<file path="src/rtl/mips_pkg.sv">
// Shared types and constants for the instruction fetch stage.
package mips_pkg;

  localparam int          IF_ADDR_W = 32;
  localparam logic [31:0] NOP_INSTR = 32'h0000_0000;

  typedef enum logic [1:0] {
    IDLE = 2'd0,
    REQ  = 2'd1,
    FULL = 2'd2
  } fetch_state_e;

  typedef struct packed {
    logic [31:0]          instr;
    logic [IF_ADDR_W-1:0] pc4;
    logic                 valid;
  } ifid_t;

endpackage

</file>
<file path="src/rtl/ifid_reg.sv">
// IF/ID pipeline register: flush beats load, otherwise holds.
import mips_pkg::*;

module ifid_reg #(
  parameter logic [31:0] NOP_INSTR = mips_pkg::NOP_INSTR
) (
  input  logic  clk,
  input  logic  reset,
  input  logic  load_i,
  input  logic  flush_i,
  input  ifid_t d_i,
  output ifid_t q_o
);

  ifid_t bubble;
  ifid_t ifid_q;

  assign bubble = '{instr: NOP_INSTR, pc4: '0, valid: 1'b0};

  always_ff @(posedge clk or negedge reset) begin
    if (!reset) begin
      ifid_q <= bubble;
    end else if (flush_i) begin
      ifid_q <= bubble;
    end else if (load_i) begin
      ifid_q <= d_i;
    end
  end

  assign q_o = ifid_q;

endmodule

</file>
<file path="src/rtl/instr_fetch_unit.sv">
// IF stage: fetches the word at PC, fills IF/ID, and stalls the PC via fetch_wait.
// state | meaning
// IDLE  | latch PC as next fetch address, no request
// REQ   | request outstanding, address held until ack
// FULL  | fetched word parked in holding buffer, waiting for the pipe to advance
import mips_pkg::*;

module instr_fetch_unit #(
  parameter logic [31:0] NOP_INSTR = mips_pkg::NOP_INSTR,
  parameter int          ADDR_W    = 32
) (
  input  logic              clk,
  input  logic              reset,
  input  logic [ADDR_W-1:0] PC,
  input  logic              datastall,
  input  logic              controlstall,
  input  logic              branch_enable,
  input  logic              jump_enable,
  output logic              imem_req,
  output logic [ADDR_W-1:0] imem_addr,
  input  logic              imem_ack,
  input  logic [31:0]       imem_rdata,
  output logic [31:0]       ifid_instr,
  output logic [ADDR_W-1:0] ifid_pc4,
  output logic              ifid_valid,
  output logic              fetch_wait
);

  localparam logic [ADDR_W-1:0] FOUR = ADDR_W'(4);

  fetch_state_e      state_q, state_d;
  logic [ADDR_W-1:0] addr_q, addr_d;
  logic              kill_q, kill_d;
  ifid_t             buf_q, buf_d;
  ifid_t             ifid_d, ifid_q;
  logic              ifid_load;
  logic              redirect, advance;
  logic [ADDR_W-1:0] pc_al, pc_al4, addr4;

  assign redirect = branch_enable | jump_enable;
  assign advance  = datastall & controlstall & ~redirect;
  assign pc_al    = {PC[ADDR_W-1:2], 2'b00};
  assign pc_al4   = pc_al + FOUR;
  assign addr4    = addr_q + FOUR;

  always_ff @(posedge clk or negedge reset) begin
    if (!reset) begin
      state_q <= IDLE;
      addr_q  <= '0;
      kill_q  <= 1'b0;
      buf_q   <= '{instr: NOP_INSTR, pc4: '0, valid: 1'b0};
    end else begin
      state_q <= state_d;
      addr_q  <= addr_d;
      kill_q  <= kill_d;
      buf_q   <= buf_d;
    end
  end

  always_comb begin
    state_d   = state_q;
    addr_d    = addr_q;
    kill_d    = kill_q;
    buf_d     = buf_q;
    ifid_load = 1'b0;
    ifid_d    = buf_q;
    case (state_q)
      IDLE: begin
        state_d = REQ;
        addr_d  = pc_al;
      end
      REQ: begin
        if (imem_ack) begin
          kill_d = 1'b0;
          if (kill_q || redirect) begin
            addr_d = pc_al;
          end else if (advance) begin
            ifid_load = 1'b1;
            ifid_d    = '{instr: imem_rdata, pc4: addr4, valid: 1'b1};
            addr_d    = pc_al4;
          end else begin
            buf_d   = '{instr: imem_rdata, pc4: addr4, valid: 1'b1};
            state_d = FULL;
          end
        end else if (redirect) begin
          kill_d = 1'b1;
        end
      end
      FULL: begin
        if (redirect) begin
          state_d = REQ;
          addr_d  = pc_al;
        end else if (advance) begin
          // PC still points at the buffered word; it steps past it this edge
          ifid_load = 1'b1;
          state_d   = REQ;
          addr_d    = pc_al4;
        end
      end
      default: state_d = IDLE;
    endcase
  end

  ifid_reg #(.NOP_INSTR(NOP_INSTR)) u_ifid_reg (
    .clk     (clk),
    .reset   (reset),
    .load_i  (ifid_load),
    .flush_i (redirect),
    .d_i     (ifid_d),
    .q_o     (ifid_q)
  );

  assign imem_req   = (state_q == REQ);
  assign imem_addr  = {addr_q[ADDR_W-1:2], 2'b00};
  assign fetch_wait = ~ifid_load;
  assign ifid_instr = ifid_q.instr;
  assign ifid_pc4   = ifid_q.pc4;
  assign ifid_valid = ifid_q.valid;

endmodule
</file>
<file path="config.mk">
export PLATFORM = sky130hd
export DESIGN_NAME = instr_fetch_unit
export DESIGN_NICKNAME = d
export VERILOG_FILES = /design/src/rtl/mips_pkg.sv /design/src/rtl/ifid_reg.sv /design/src/rtl/instr_fetch_unit.sv
export SDC_FILE = /design/constraint.sdc
export NUM_CORES = 1
export LEC_CHECK = 0
export CAP_MARGIN = 25
export CORE_ASPECT_RATIO = 1.5
export CORE_MARGIN = 2
export CORE_UTILIZATION = 53
export DETAILED_ROUTE_END_ITERATION = 8
export PLACE_DENSITY = 0.81
export SKIP_CTS_REPAIR_TIMING = 1
export SYNTH_ARGS = -nofsm -noshare
export SYNTH_HDL_FRONTEND = slang
export SYNTH_HIERARCHICAL = 1
export SYNTH_SLANG_ARGS = --single-unit
</file>
<file path="constraint.sdc">
create_clock -name clk -period 3.1 [get_ports clk]
set_input_delay 0.31 -clock clk [delete_from_list [all_inputs] [get_ports clk]]
set_output_delay 0.31 -clock clk [all_outputs]
set_load 0.01 [all_outputs]
</file>
==> results of run 1 <==
==> state kept, by name, summed over array words and instances, names as in the netlist <==
| register | count |
|---|---|
| addr_q | 32 |
| buf_q | 65 |
| kill_q | 1 |
| state_q | 2 |
| u_ifid_reg/q_o | 65 |
==> through the flow <==
stage | power [mW] | instance area [um^2] | hold slack (ns) | setup slack (ns) | std cells
finish | 8.28 | 11400 | 0.438 | 0.361 | 1311
global route | 8.78 | 11400 | 0.470 | 0.241 | 1311
CTS | 8.33 | 11400 | -0.106 | 0.341 | 1310
detailed placement | 5.91 | 10700 | 0.358 | 0.353 | 1279
global placement | 5.80 | 10700 | 0.354 | 0.365 | 1278
floorplan | 4.75 | 8780 | 0.0144 | 0.828 | 935
==> worst max-delay path: cells and delay by family (launching register included) <==
| family | cells | cell delay [ns] |
|---|---|---|
| adder cells (fa/ha/maj) | 1 | 0.32 |
| AO/OA/AOI/OAI | 1 | 0.33 |
| AND/OR/NAND/NOR | 2 | 0.21 |
| flip-flops | 1 | 0.42 |
| buffers and inverters | 2 | 0.71 |
==> cell usage after synthesis (all sizes together), types with 5 or more instances <==
cell | instances | share of area [%]
o211ai | 9 | 0.77
a22oi | 9 | 0.77
dfrtp | 165 | 47
buf | 23 | 2.2
and4 | 11 | 1.1
mux2i | 72 | 8.2
nor3 | 10 | 0.57
nand4 | 16 | 1.4
inv | 9 | 0.39
clkbuf | 34 | 1.5
xor2 | 20 | 2.0
and2 | 5 | 0.36
nand3 | 23 | 1.3
nor2 | 93 | 4.0
o22ai | 7 | 0.50
nand2 | 198 | 8.5
o21ai | 68 | 3.9
mux2 | 37 | 4.7
a21oi | 24 | 1.4
xnor2 | 13 | 1.3
nor4 | 12 | 0.93
and3 | 10 | 0.71
ha | 7 | 1.0
==> layer usage <==
layer	GRT usage, %	part of all wire, %
met1	34.6	40
met4	13.3	4.0
met5	0	0
met3	4.52	5.4
met2	46.3	51
==> layout by cell type (no fill, tap or decap), types with 11 or more instances in the layout <==
cell,instances
mux2i_1,72
mux2_2,37
xnor2_1,13
o21ai_0,67
nor2_1,93
nand2_1,197
buf_4,21
a21oi_1,24
dfrtp_1,165
nand4_1,14
clkdlybuf4s50_1,164
clkbuf_16,17
nor4_1,11
nand3_1,22
xor2_1,20
and4_1,11
==> power by group through the flow <==
| stage | sequential, mW | clock (mW) | combinational (mW) |
|---|---|---|---|
| 5_1_grt | 3.41 | 2.50 | 2.87 |
| 2_1_floorplan | 3.25 | 0 | 1.49 |
| 6_report | 3.33 | 2.37 | 2.58 |
| 3_5_place_dp | 3.35 | 0 | 2.56 |
| 4_1_cts | 3.32 | 2.41 | 2.59 |
| 3_3_place_gp | 3.32 | 0 | 2.48 |
==> cells by family after synthesis <==
group,share of synthesized area (%)
AO/OA/AOI/OAI,10.5
flip-flops,47.1
AND/OR/NAND/NOR,21.1
other,0.0427
adder cells (fa/ha/maj),0.998
XOR/XNOR,3.29
multiplexers,13.0
buffers and inverters,4.06
==> worst paths after layout <==
check	from	to	depth (start not counted)
hold / removal	reset	kill_q$_DFFE_PN0P_	2
hold reg to reg	buf_q[0]$_DFFE_PN0P_	buf_q[0]$_DFFE_PN0P_	1
min in group clk	buf_q[0]$_DFFE_PN0P_	buf_q[0]$_DFFE_PN0P_	1
max in group asynchronous	reset	addr_q[18]$_DFFE_PN0P_	3
setup reg to reg	state_q[1]$_DFFE_PN0P_	u_ifid_reg/q_o[14]$_DFFE_PN0P_	9
setup / recovery	state_q[1]$_DFFE_PN0P_	fetch_wait	6
==> layout make-up <==
cell class              instances  area share (%)
clock buffers                  17            3.73
clock inverters                14            2.08
inverters                       9           0.307
multi-input cells             704            37.8
flip-flops and latches        165            36.2
well taps                     206            2.26
repair buffers                196            17.6
==> impl_metrics.ini, run 1 <==
[outcome]
status = finished clean

[critical_path]
crit_fanout = 12
ff2ff_setup_slack_ns = 0.49
cp-end-kind = primary output
worstSetupPathType = register to primary output
slowest_stage = clkdlybuf4s50_1
path_cells = inv_1 -> ha_1 -> nand2_1 -> nor2_1 -> o211ai_1 -> clkdlybuf4s50_1
arrival_ns = 2.43
cpPeakStageDelay_ns = 0.63
cp-start-kind = register
required_ns = 2.79

[timing]
finalSetupViolCount = 0
skew_ns = 0.0137
drv_slew = 0
tightest_slew_ns = 0.971
fin_crit_ns = 2.74
fin_setup_tns_ns = 0
rsz0062_at_grt = false
fmax_ghz = 0.365
hold_viol_final = 0
max-slew-margin-rel_pct = 34.8
min_period_over_period_pct = 88.4

[synth]
async_flop_share_pct = 100
ys_seq_area_share_pct = 47.1
synth-seq-cells = 165
syn_area_mm2 = 0.00877
synthesis.instances = 934
synth_warnings = 6
synth_edf_count = 0
yosys.cell_types.count = 65
syn_avg_cell_area_um2 = 9.39
synthFlopType = dfrtp_1

[die]
die_w_um = 109
ios = 170
die_h_um = 162
die-area_mm2 = 0.0176
initial_utilization_pct = 54.2
rows = 57
core_region_area_mm2 = 0.0162

[routing]
drt-initial-drc-count = 509
vias_per_cell = 5.76
wl_um = 23800
wl_per_cell_um = 18.1
firstDrtPassIters = 5
via_count = 7552
ant_nets = 0
drcViolationCount = 0

[power_and_ir_drop]
leakagePower_nw = 4.78
p_comb_share_pct = 31.2
pwr-share-seq_pct = 40.2
switching_share_pct = 34.0
cellPowerDensity_mw_per_mm2 = 727
clkPwrFrac_pct = 28.6
intPower_mw = 5.47
switchingPower_mw = 2.81
max-vdd-ir-drop_v = 0.000419

[grt]
grt_pass1_vias = 7479
grt_pass1_wl_um = 38200
overflow = 0
grt_max_degree = 72
antenna_found_initial = 0
grt_use_total_pct = 27.7

[finish]
final_core_util_pct = 70.4
areaGrowthSynthToFinish_pct = 29.9
fillers = 1216
register_area_mm2 = 0.00413
multiInputGateArea_mm2 = 0.00431
antennaDiodeCount = 0
drive_gt1_share_pct = 10.0
final_nets = 1171

[place]
gp_congestion = 0.985
dp_hpwl_um = 16600
port_buffers = 165

[clock_tree]
clockBufferDepth = 2
numCtsBuffers = 17
cts_max_level = 4
cts_root_buf = clkbuf_16
cts_sinks = 165
tritoncts = built
clk_latency_ns = 0.42
clkTransAtPathRegs_ns = 0.07

[min_path]
hold_path.class = input pin to asynchronous set/reset pin

[job]
cap_violations = 0
Note: power is estimated with default switching activity, not from simulation.
==> run 2, diff against run 1 <==
Settings changed: CAP_MARGIN 25 to 0, PLACE_DENSITY 0.81 to 0.8.
==> run 2 against run 1 <==
Worst hold slack better by 0.031 ns; global-route usage about the same; sequential power about the same; clock power down 11%; routed wire length up 0.35%; register-to-register slack about the same; non-clock buffer count up 9; die area unchanged; setup slack worse by 0.066 ns; clock-buffer cell count unchanged; critical path type unchanged; total power down 2.7%.
==> impl_metrics.ini, run 2 (synthesis results as in run 1) <==
[routing]
wl_per_cell_um = 18.0
vias_per_cell = 5.76
firstDrtPassIters = 5
drcViolationCount = 0
drt-initial-drc-count = 458
wl_um = 23800
ant_nets = 0
via_count = 7603

[grt]
grt_pass1_vias = 7557
antenna_found_initial = 0
grt_max_degree = 80
overflow = 0
grt_use_total_pct = 27.7
grt_pass1_wl_um = 38200

[outcome]
status = finished clean

[clock_tree]
cts_max_level = 4
cts_sinks = 165
clkTransAtPathRegs_ns = 0.07
cts_root_buf = clkbuf_16
numCtsBuffers = 17
tritoncts = built
clk_latency_ns = 0.42
clockBufferDepth = 2

[min_path]
hold-path-cell-count = 1
hold_path.class = register to register
hold_path_startpoint = buf_q[0]$_DFFE_PN0P_
hold_end = buf_q[0]$_DFFE_PN0P_

[finish]
register_area_mm2 = 0.00413
final_cell_mix = 197 x nand2_1, 165 x dfrtp_1, 164 x clkdlybuf4s50_1, 93 x nor2_1, 72 x mux2i_1
multiInputGateArea_mm2 = 0.00431
areaGrowthSynthToFinish_pct = 29.5
antennaDiodeCount = 0
fillers = 1248
layoutNonFillerInstCount = 1321
final_nets = 1180
layout_commonest_cell = nand2_1
drive_gt1_share_pct = 10.9

[critical_path]
arrival_ns = 2.50
crit_fanout = 9
path_cells = inv_1 -> ha_1 -> nand2_1 -> nor2_1 -> o211ai_1 -> clkdlybuf4s50_1
slowest_stage = clkdlybuf4s50_1
timing.rr.start = state_q[1]$_DFFE_PN0P_
cp-start-kind = register
cpPeakStageDelay_ns = 0.56
required_ns = 2.79
ff2ff_setup_slack_ns = 0.49
cp-end-kind = primary output
reg2reg_to = addr_q[7]$_DFFE_PN0P_
reg2reg_depth = 7
worstSetupPathType = register to primary output

[die]
die-area_mm2 = 0.0176
die_w_um = 109
die_h_um = 162
initial_utilization_pct = 54.2
ios = 170
core_region_area_mm2 = 0.0162
rows = 57

[timing]
min_period_over_period_pct = 90.5
drv_slew = 0
skew_ns = 0.0112
fmax_ghz = 0.356
hold_viol_final = 0
tightest_slew_ns = 1.01
max-slew-margin-rel_pct = 32.1
rsz0062_at_grt = false
fin_crit_ns = 2.81
fin_setup_tns_ns = 0
finalSetupViolCount = 0

[power_and_ir_drop]
cellPowerDensity_mw_per_mm2 = 709
max-vdd-ir-drop_v = 0.000429
leakagePower_nw = 4.77

[place]
placed_cells = 1288
gp_congestion = 0.930
dp_hpwl_um = 16900
port_buffers = 165

[job]
cap_violations = 0
[run 2: changes by cell type in the layout (fill, tap and decap cells not counted), sizes merged]
cell,delta
buf,+9
bufinv,-4
clkinv,+3
clkinvlp,+2
[run 2: report_power, final]
group | switching [mW] | total [mW] | internal, mW
Sequential | 0.583 | 3.33 | 2.75
Clock | 0.960 | 2.10 | 1.14
Combinational | 1.33 | 2.63 | 1.29
Total | 2.87 | 8.06 | 5.18
[run 2: cell type report]
class	instances	area share, %
clock buffer	17	3.74
clock inverter	15	1.42
inverter	9	0.308
multi-input combinational	704	37.9
sequential	165	36.3
tap	206	2.27
timing repair buffer	205	18.0
[run 2: layer usage]
layer  wire length, um  GRT usage (%)
met5                 0              0
met4               669           11.0
met3              1180           4.40
met2             12200           47.4
met1              9770           34.7
[run 2: how the worst max path moves through the flow]
stage	startpoint	end	slack [ns]	cells past startpoint
2_1_floorplan	state_q[1]$_DFFE_PN0P_	u_ifid_reg/q_o[11]$_DFFE_PN0P_	0.83	10
3_3_place_gp	PC[3]	addr_q[30]$_DFFE_PN0P_	0.30	7
3_5_place_dp	PC[3]	addr_q[30]$_DFFE_PN0P_	0.25	7
4_1_cts	state_q[1]$_DFFE_PN0P_	fetch_wait	0.28	6
5_1_grt	state_q[1]$_DFFE_PN0P_	fetch_wait	0.12	6
6_report	state_q[1]$_DFFE_PN0P_	fetch_wait	0.29	6
[run 2: worst max-delay path: cells and delay by family (launching register included)]
family / cells / cell delay [ns]
adder cells (fa/ha/maj): 1 / 0.30
AO/OA/AOI/OAI: 1 / 0.23
AND/OR/NAND/NOR: 2 / 0.42
flip-flops: 1 / 0.44
buffers and inverters: 2 / 0.66
[run 2: per-stage QoR]
step	total power [mW]	hold WS [ns]	setup WS [ns]	area, um^2	utilization (%)
2_1_floorplan	4.75	0.0144	0.828	8780	-
3_3_place_gp	5.86	0.397	0.295	10800	66.5
3_5_place_dp	5.96	0.392	0.247	10800	66.5
4_1_cts	8.07	-0.0657	0.283	11400	70.1
5_1_grt	8.55	0.498	0.116	11400	70.2
6_report	8.06	0.469	0.294	11400	70.2
==> run 3, diff against run 2 <==
Settings changed: PLACE_DENSITY 0.8 to default, PLACE_DENSITY_LB_ADDON from default to 0.1.
==> run 3 against run 2 <==
Non-clock buffer count fell by 6; sequential share of layout area rose by 0.25 points; clock power fell by 4%; utilization fell by 0.47 points; worst hold slack improved by 0.00053 ns; maximum frequency fell by 2.4%; global-route usage fell by 0.39 points; sequential cell count did not move; clock skew rose by 0.0039 ns; total power fell by 2.2%; first-iteration DRC count fell by 3.3%; critical path depth rose by 1; critical endpoint unchanged; largest cell class unchanged; largest power group unchanged; highest routed layer unchanged.
==> impl_metrics.ini, run 3 (synthesis results as in run 1) <==
[routing]
vias_per_cell = 5.68
ant_nets = 0
via_count = 7471
firstDrtPassIters = 7
wl_um = 23700
drt-initial-drc-count = 443
wl_per_cell_um = 18.1
drcViolationCount = 0

[critical_path]
cp-start-kind = register
path_cells = inv_1 -> ha_1 -> nand2_1 -> nor2_1 -> buf_4 -> o211ai_1 -> clkdlybuf4s50_1
cp-end-kind = primary output
required_ns = 2.79
slowest_stage = clkdlybuf4s50_1
reg2reg_depth = 7
worstSetupPathType = register to primary output
crit_fanout = 12
cpPeakStageDelay_ns = 0.54
ff2ff_setup_slack_ns = 0.43
arrival_ns = 2.56
critPathTopFamily = buffers and inverters
reg2reg_to = addr_q[24]$_DFFE_PN0P_
timing.rr.start = state_q[1]$_DFFE_PN0P_
critical_path_buf_inv_count = 3

[die]
die_w_um = 109
die-area_mm2 = 0.0176
core_region_area_mm2 = 0.0162
initial_utilization_pct = 54.2
ios = 170
rows = 57
die_h_um = 162

[clock_tree]
cts_sinks = 165
clockBufferDepth = 2
tritoncts = built
clkTransAtPathRegs_ns = 0.07
cts_max_level = 4
cts_root_buf = clkbuf_16
clk_latency_ns = 0.42
numCtsBuffers = 17

[finish]
layoutNonFillerInstCount = 1315
drive_gt1_share_pct = 10.3
final_core_util_pct = 69.7
areaGrowthSynthToFinish_pct = 28.7
final_nets = 1174
final_area_mm2 = 0.0113
layout_commonest_cell = nand2_1
fillers = 1320
final_cell_mix = 197 x nand2_1, 165 x dfrtp_1, 164 x clkdlybuf4s50_1, 93 x nor2_1, 72 x mux2i_1
antennaDiodeCount = 0

[power_and_ir_drop]
max-vdd-ir-drop_v = 0.000391
leakagePower_nw = 4.72
cellPowerDensity_mw_per_mm2 = 698

[outcome]
status = finished clean

[min_path]
hold_path_startpoint = buf_q[0]$_DFFE_PN0P_
hold_end = buf_q[0]$_DFFE_PN0P_
hold-path-cell-count = 1
hold_path.class = register to register

[place]
placed_cells = 1282
postPlaceCellArea_mm2 = 0.0107
gp_congestion = 0.955
dp_hpwl_um = 16700
port_buffers = 165

[grt]
antenna_found_initial = 0
grt_pass1_vias = 7335
grt_max_degree = 83
overflow = 0
grt_pass1_wl_um = 37700
grt_use_total_pct = 27.3

[timing]
fin_setup_tns_ns = 0
min_period_over_period_pct = 92.7
rsz0062_at_grt = false
finalSetupViolCount = 0
skew_ns = 0.0151
drv_slew = 0
tightest_slew_ns = 1.14
hold_viol_final = 0
max-slew-margin-rel_pct = 24.0
fmax_ghz = 0.348
fin_crit_ns = 2.87

[job]
cap_violations = 0
[run 3: cell count changes in the layout (fill, tap and decap cells not counted)]
cell and change:
clkbuf_1 +1, clkinv_8 +1, bufinv_16 -1, clkinv_2 -1, clkinvlp_4 +1, buf_12 -1, inv_8 -1, buf_4 -5
inv_6 +1, clkinv_4 -1
[run 3: worst max-delay path by stage]
stage | start | end | slack, ns | depth (start not counted)
6_report | state_q[1]$_DFFE_PN0P_ | fetch_wait | 0.23 | 7
5_1_grt | state_q[1]$_DFFE_PN0P_ | fetch_wait | 0.11 | 7
4_1_cts | state_q[1]$_DFFE_PN0P_ | fetch_wait | 0.23 | 7
3_5_place_dp | PC[2] | addr_q[30]$_DFFE_PN0P_ | 0.31 | 7
3_3_place_gp | PC[2] | addr_q[30]$_DFFE_PN0P_ | 0.32 | 7
2_1_floorplan | state_q[1]$_DFFE_PN0P_ | u_ifid_reg/q_o[11]$_DFFE_PN0P_ | 0.83 | 10
[run 3: final cells by class]
type / count / area [um^2] / share of cell area (%)
clock buffer: 18 / 429 / 3.80
sequential: 165 / 4130 / 36.6
timing repair buffer: 199 / 1990 / 17.6
multi-input combinational: 704 / 4310 / 38.2
tap: 206 / 258 / 2.28
inverter: 9 / 35.0 / 0.310
clock inverter: 14 / 139 / 1.23
[run 3: power by group]
part	internal (mW)	switching, mW
clock	1.06	0.945
combinational	1.26	1.29
sequential	2.75	0.569
[run 3: worst register-to-register path, cell delays in order, from the launching register on]
cell,delay [ns]
dfrtp_1,0.43
inv_1,0.10
ha_1,0.39
a211oi_1,0.22
o21a_1,0.23
nor2_1,0.84
o21ai_0,0.21
o311ai_0,0.14
[run 3: per-stage QoR]
stage | setup WS, ns | hold slack [ns] | power [mW]
after floorplan | 0.828 | 0.0144 | 4.75
after global placement | 0.320 | 0.421 | 5.81
after detailed placement | 0.310 | 0.425 | 5.88
after CTS | 0.226 | -0.0263 | 7.92
after global routing | 0.111 | 0.476 | 8.36
final | 0.226 | 0.469 | 7.88
[run 3: routing by layer]
layer | share of wire (%) | global-route usage (%) | vias up
met2 | 51 | 46.8 | 192
met4 | 2.1 | 9.03 | 0
met3 | 4.8 | 4.60 | 36
met5 | 0 | 0 | -
met1 | 42 | 34.8 | 3640
li1 | - | - | 3603
